--- src/rtl/mdio_frame_engine.sv ---
// mdio_frame_engine
// Clause 22 MDIO management-frame serializer. Takes one read or write request
// at a time over a start/busy/done handshake, generates MDC with a clock-enable
// divider off clk, and drives/samples MDIO through split o/oe/i pins.
//
// Ports:
//   clk, rst               system clock, synchronous active-high reset
//   start, read            request strobe (ignored while busy), 1 = read frame
//   phy_addr, reg_addr     PHYAD / REGAD fields
//   write_data             data for write frames
//   busy, done             frame in progress, one-clk end-of-frame pulse
//   read_data, rd_err      last read word, last read saw no TA response
//   mdc                    management clock
//   mdio_o, mdio_oe        MDIO drive value / enable (1 = drive)
//   mdio_i                 MDIO pin value
//
// state | meaning
// IDLE  | no frame; with busy=1 a request is latched and waits for a fall_tick
// PRE   | preamble ones, PRE_LEN bits
// CMD   | ST, OP, PHYAD, REGAD (14 bits)
// TA    | turnaround (2 bits); reads release MDIO here
// DATA  | 16 data bits, driven for writes, shifted in for reads
module mdio_frame_engine #(
  parameter int MODULE_CLK = 50_000_000,
  parameter int MDC_CLK    = 2_500_000,
  parameter int PRE_LEN    = 32
) (
  input  logic        clk,
  input  logic        rst,
  input  logic        start,
  input  logic        read,
  input  logic [4:0]  phy_addr,
  input  logic [4:0]  reg_addr,
  input  logic [15:0] write_data,
  output logic        busy,
  output logic        done,
  output logic [15:0] read_data,
  output logic        rd_err,
  output logic        mdc,
  output logic        mdio_o,
  output logic        mdio_oe,
  input  logic        mdio_i
);

  localparam int HALF = MODULE_CLK / (2 * MDC_CLK);
  localparam int CW   = (HALF > 1) ? $clog2(HALF) : 1;

  if (HALF < 2) begin : g_half_chk
    $error("mdio_frame_engine: MODULE_CLK/(2*MDC_CLK) must be >= 2");
  end
  if (PRE_LEN < 1 || PRE_LEN > 32) begin : g_pre_chk
    $error("mdio_frame_engine: PRE_LEN must be in 1..32");
  end

  typedef enum logic [2:0] {IDLE, PRE, CMD, TA, DATA} state_t;

  state_t        state;
  logic [CW-1:0] div_cnt;
  logic [4:0]    bit_cnt;
  logic [31:0]   tx_sr;
  logic [15:0]   rx_sr;
  logic          rd_q;

  logic tc, fall_tick, rise_tick;

  assign tc        = (div_cnt == CW'(HALF - 1));
  assign fall_tick = tc & mdc;
  assign rise_tick = tc & ~mdc;

  always_ff @(posedge clk) begin
    if (rst) begin
      state     <= IDLE;
      div_cnt   <= '0;
      bit_cnt   <= '0;
      tx_sr     <= '0;
      rx_sr     <= '0;
      rd_q      <= 1'b0;
      mdc       <= 1'b0;
      mdio_o    <= 1'b1;
      mdio_oe   <= 1'b0;
      busy      <= 1'b0;
      done      <= 1'b0;
      read_data <= 16'h0000;
      rd_err    <= 1'b0;
    end else begin
      done <= 1'b0;

      if (tc) begin
        div_cnt <= '0;
        mdc     <= ~mdc;
      end else begin
        div_cnt <= div_cnt + 1'b1;
      end

      case (state)
        IDLE: begin
          if (!busy) begin
            if (start) begin
              busy <= 1'b1;
              rd_q <= read;
              // Everything after the preamble goes out of one shift register.
              // For reads the TA/DATA slots hold ones; MDIO is released then.
              tx_sr <= {2'b01, (read ? 2'b10 : 2'b01), phy_addr, reg_addr,
                        (read ? 2'b11 : 2'b10), (read ? 16'hFFFF : write_data)};
            end
          end else if (fall_tick) begin
            state   <= PRE;
            mdio_oe <= 1'b1;
            mdio_o  <= 1'b1;
            bit_cnt <= 5'(PRE_LEN - 1);
          end
        end

        PRE: begin
          if (fall_tick) begin
            if (bit_cnt == 5'd0) begin
              state   <= CMD;
              bit_cnt <= 5'd13;
              mdio_o  <= tx_sr[31];
              tx_sr   <= {tx_sr[30:0], 1'b1};
            end else begin
              bit_cnt <= bit_cnt - 1'b1;
            end
          end
        end

        CMD: begin
          if (fall_tick) begin
            mdio_o <= tx_sr[31];
            tx_sr  <= {tx_sr[30:0], 1'b1};
            if (bit_cnt == 5'd0) begin
              state   <= TA;
              bit_cnt <= 5'd1;
              if (rd_q) mdio_oe <= 1'b0;
            end else begin
              bit_cnt <= bit_cnt - 1'b1;
            end
          end
        end

        TA: begin
          // Second TA bit: a responding PHY pulls MDIO low.
          if (rise_tick && rd_q && bit_cnt == 5'd0) rd_err <= mdio_i;
          if (fall_tick) begin
            mdio_o <= tx_sr[31];
            tx_sr  <= {tx_sr[30:0], 1'b1};
            if (bit_cnt == 5'd0) begin
              state   <= DATA;
              bit_cnt <= 5'd15;
            end else begin
              bit_cnt <= bit_cnt - 1'b1;
            end
          end
        end

        DATA: begin
          if (rise_tick && rd_q) rx_sr <= {rx_sr[14:0], mdio_i};
          if (fall_tick) begin
            if (bit_cnt == 5'd0) begin
              state   <= IDLE;
              mdio_oe <= 1'b0;
              mdio_o  <= 1'b1;
              done    <= 1'b1;
              busy    <= 1'b0;
              if (rd_q) read_data <= rx_sr;
            end else begin
              mdio_o  <= tx_sr[31];
              tx_sr   <= {tx_sr[30:0], 1'b1};
              bit_cnt <= bit_cnt - 1'b1;
            end
          end
        end

        default: state <= IDLE;
      endcase
    end
  end

endmodule

--- config.mk ---
export PLATFORM = sky130hd
export DESIGN_NAME = mdio_frame_engine
export DESIGN_NICKNAME = d
export VERILOG_FILES = /design/src/rtl/mdio_frame_engine.sv
export SDC_FILE = /design/constraint.sdc
export NUM_CORES = 1
export LEC_CHECK = 0
export CORE_UTILIZATION = 50
export DETAILED_ROUTE_END_ITERATION = 8
export GPL_TIMING_DRIVEN = 0
export PLACE_DENSITY_LB_ADDON = 0.3
export SYNTH_ARGS = -nofsm -noshare
export SYNTH_HDL_FRONTEND = slang
export SYNTH_SLANG_ARGS = --single-unit
--- constraint.sdc ---
create_clock -name clk -period 1.87 [get_ports clk]
set_input_delay 0.374 -clock clk [delete_from_list [all_inputs] [get_ports clk]]
set_output_delay 0.374 -clock clk [all_outputs]
set_load 0.01 [all_outputs]
==> impl_results.md <==
* Library cells used by synthesis at 43
* First-pass GRT wire length at 15,900 um
* Die W at 90.9 um
* Top cells by count, synth: dfxtp_1, nor2_1, mux2i_1
* Yosys top cell area share at 42.0%
* Worst-path maximum fanout at 5
* Number of buffers created by CTS at 9
* Hold WC Path Type: reg2reg
* Io pins at 53
* Seq cells post-synth at 83
* Slew Viols, Final at 0
* Routed wire per std cell at 15.2 um
* Crit path kind: reg2reg
* Mapped cell area at 3950 sq um
* Vias in the first global route at 3,299
* Inserted Diodes at 0
* Worst EP required at 2.13 ns
* F_max at 481 MHz
* Via count at 3,499
* Register area share after synthesis at 42.0%
* Clock transition at the registers of the reported paths at 0.08 ns
* Final worst slack at -0.208 ns
* Async set-or-reset flop fraction in the synthesized netlist at 0%
* Failing checks: negative setup slack
* Final period utilization at 111%
* Post-synth EDFFs at 0
* Worst Setup Start Kind: flip-flop
* Row cnt at 32
* Area grow syn2layout at 29.7%
* Die area at 8270 sq um
* Most numerous cell in the Yosys netlist: dfxtp_1
* PortBufs at 51
* Worst Setup SP: bit_cnt[1]$_SDFFE_PP0P_
* R2r endpoint: tx_sr[20]$_SDFFE_PP0P_
* Peak VDD IR at 544 uV
* Total track usage at 24.0%
* Clock H-tree levels at 3
* DP Worst Slack at -0.725 ns
* CTS sink cnt at 83
* Maximum root-to-sink buffer count at 2
* Nets@finish at 554
* Final min period at 2.08 ns
* DRC Markers at 0
* Post-route cell area at 5130 sq um
* Chip height at 90.9 um
* Max-cap violations at 0
* Routability-driven placement congestion ratio at 0.878
* Final setup vio count at 49
* CTS tree: yes
* CP endpoint kind: flip-flop
* DP Area at 4630 sq um
* Total power at 0.00366 W
* Gate Count Post-Synth at 446
* Remaining antenna violation count at 0
* Reg2Reg Depth at 8
* Rel. slew slack at 62.3%
* Antenna violations before repair at 0
* R2R Path Start: bit_cnt[1]$_SDFFE_PP0P_
* Area leader, netlist: dfxtp_1
* Root Buffer: clkbuf_8
* Pin count of the biggest net entering global routing at 16
* PD cells at 714 nW/um^2
* Crit path DAT at 2.34 ns
* Worst setup path end: tx_sr[20]$_SDFFE_PP0P_
* Top cells by area, synth: dfxtp_1, mux2i_1, nor2_1
* Synthesized Nets at 480
* P_leak at 2.04 nW
* Status: complete, but fails checks
* Starting DRT DRC Count at 188
* Worst-margin pin slew at 0.562 ns
* Initial core utilization at 51.4%
* Final-report hold violation count at 0
* Synth warn at 0
* Synth Flop Type: dfxtp_1
* WL final at 9550 um
* R2R Setup Slk at -0.21 ns
* Setup Skew at 0.00834 ns
* Detailed placement HPWL at 6310 um
* Share of layout cells above drive strength 1 at 15.8%
* Via density at 5.58
* Clk Latency, worst-skew pair at 0.37 ns
* First-pass iteration count of the detailed router at 5
* RSZ-0062 raised after global routing: yes
* Area of the core at 7690 sq um
* GRT Residual Overflow at 0
* Syn Area/Cell at 8.87 sq um
critical path: stages, from the launching register on:
cell and delay (ns):
dfxtp_2 0.33, inv_2 0.06, ha_4 0.13, or4b_4 0.50, o31ai_4 0.27, a211oi_4 0.11
buf_12 0.15, buf_6 0.13, mux2_2 0.27
area by class of cell:
cell class / count / area (sq um)
buffer: 35 / 213
timing repair buffer: 65 / 689
inverter: 7 / 26.3
sequential: 83 / 1670
clock inverter: 7 / 101
tap: 102 / 128
fill: 628 / 2560
clock buffer: 9 / 124
multi-input combinational: 319 / 2180
per-stage QoR:
step	hold slack [ns]	setup TNS, ns	utilization (%)	std cells
6_report	0.464	-7.47	66.7	627
3_3_place_gp	0.446	-26.08	60.3	599
4_1_cts	0.464	-5.67	66.5	627
2_1_floorplan	0.439	-1.58	-	446
5_1_grt	0.491	-11.54	66.7	627
3_5_place_dp	0.453	-29.42	60.3	599
layout by cell type (no fill, tap or decap), types with 14 or more instances in the layout:
cell type	count
clkdlybuf4s50_1	51
nand3_1	17
clkbuf_1	18
mux2_2	15
mux2i_1	55
a21oi_1	24
nor2_1	60
dfxtp_1	80
o211ai_1	16
nor2b_1	14
o21ai_0	32
nand2_1	24
registers in the layout, indices dropped and copies added, names as in the netlist, 3 cells and up:
signal,count
tx_sr,32
read_data,16
rx_sr,16
bit_cnt,5
div_cnt,4
state,3
worst min-delay path by stage:
stage | start | to | slack, ns | cells past startpoint
global placement | tx_sr[10]$_SDFFE_PP0P_ | tx_sr[10]$_SDFFE_PP0P_ | 0.45 | 2
floorplan | tx_sr[1]$_SDFFE_PP0P_ | tx_sr[1]$_SDFFE_PP0P_ | 0.44 | 2
CTS | tx_sr[8]$_SDFFE_PP0P_ | tx_sr[8]$_SDFFE_PP0P_ | 0.46 | 2
finish | tx_sr[9]$_SDFFE_PP0P_ | tx_sr[9]$_SDFFE_PP0P_ | 0.46 | 2
detailed placement | tx_sr[8]$_SDFFE_PP0P_ | tx_sr[8]$_SDFFE_PP0P_ | 0.45 | 2
global route | tx_sr[9]$_SDFFE_PP0P_ | tx_sr[9]$_SDFFE_PP0P_ | 0.49 | 2
per-layer routing:
layer,wire (um),GRT usage [%],up-vias
li1,-,-,1723
met1,4410,30.2,1680
met2,4560,40.0,81
met3,413,3.79,15
met4,161,11.6,0
met5,0,0,-
repair_timing:
action,CTS,global route
pin swaps,1,0
cloned,2,0
endpoints found under the hold margin,0,0
hold buffers,0,0
setup buffers,12,1
setup endpoints to repair,68,65
gates resized for setup,32,8
kinds of logic (layout without fill, tap and decap cells):
kind of cell | Yosys count | count (layout) | share of synthesized area, %
and+or+nand+nor | 150 | 150 | 18.8
AOI/OAI and AO/OA | 90 | 90 | 13.8
DFF | 83 | 83 | 42.0
muxes | 71 | 71 | 18.4
buffers and inverters | 44 | 123 | 4.87
xor gates and xnor gates | 5 | 5 | 1.11
adders and majority gates | 3 | 3 | 0.949
where the power goes:
| part | switching (W) | leakage [nW] | total, W | internal, W |
|---|---|---|---|---|
| combinational | 0.000155 | 1.26 | 0.000352 | 0.000197 |
| sequential | 0.0000359 | 0.676 | 0.00186 | 0.00183 |
| clock | 0.000689 | 0.106 | 0.00145 | 0.000760 |
| total | 0.000879 | 2.04 | 0.00366 | 0.00278 |
(Power assumes the default switching activity.)
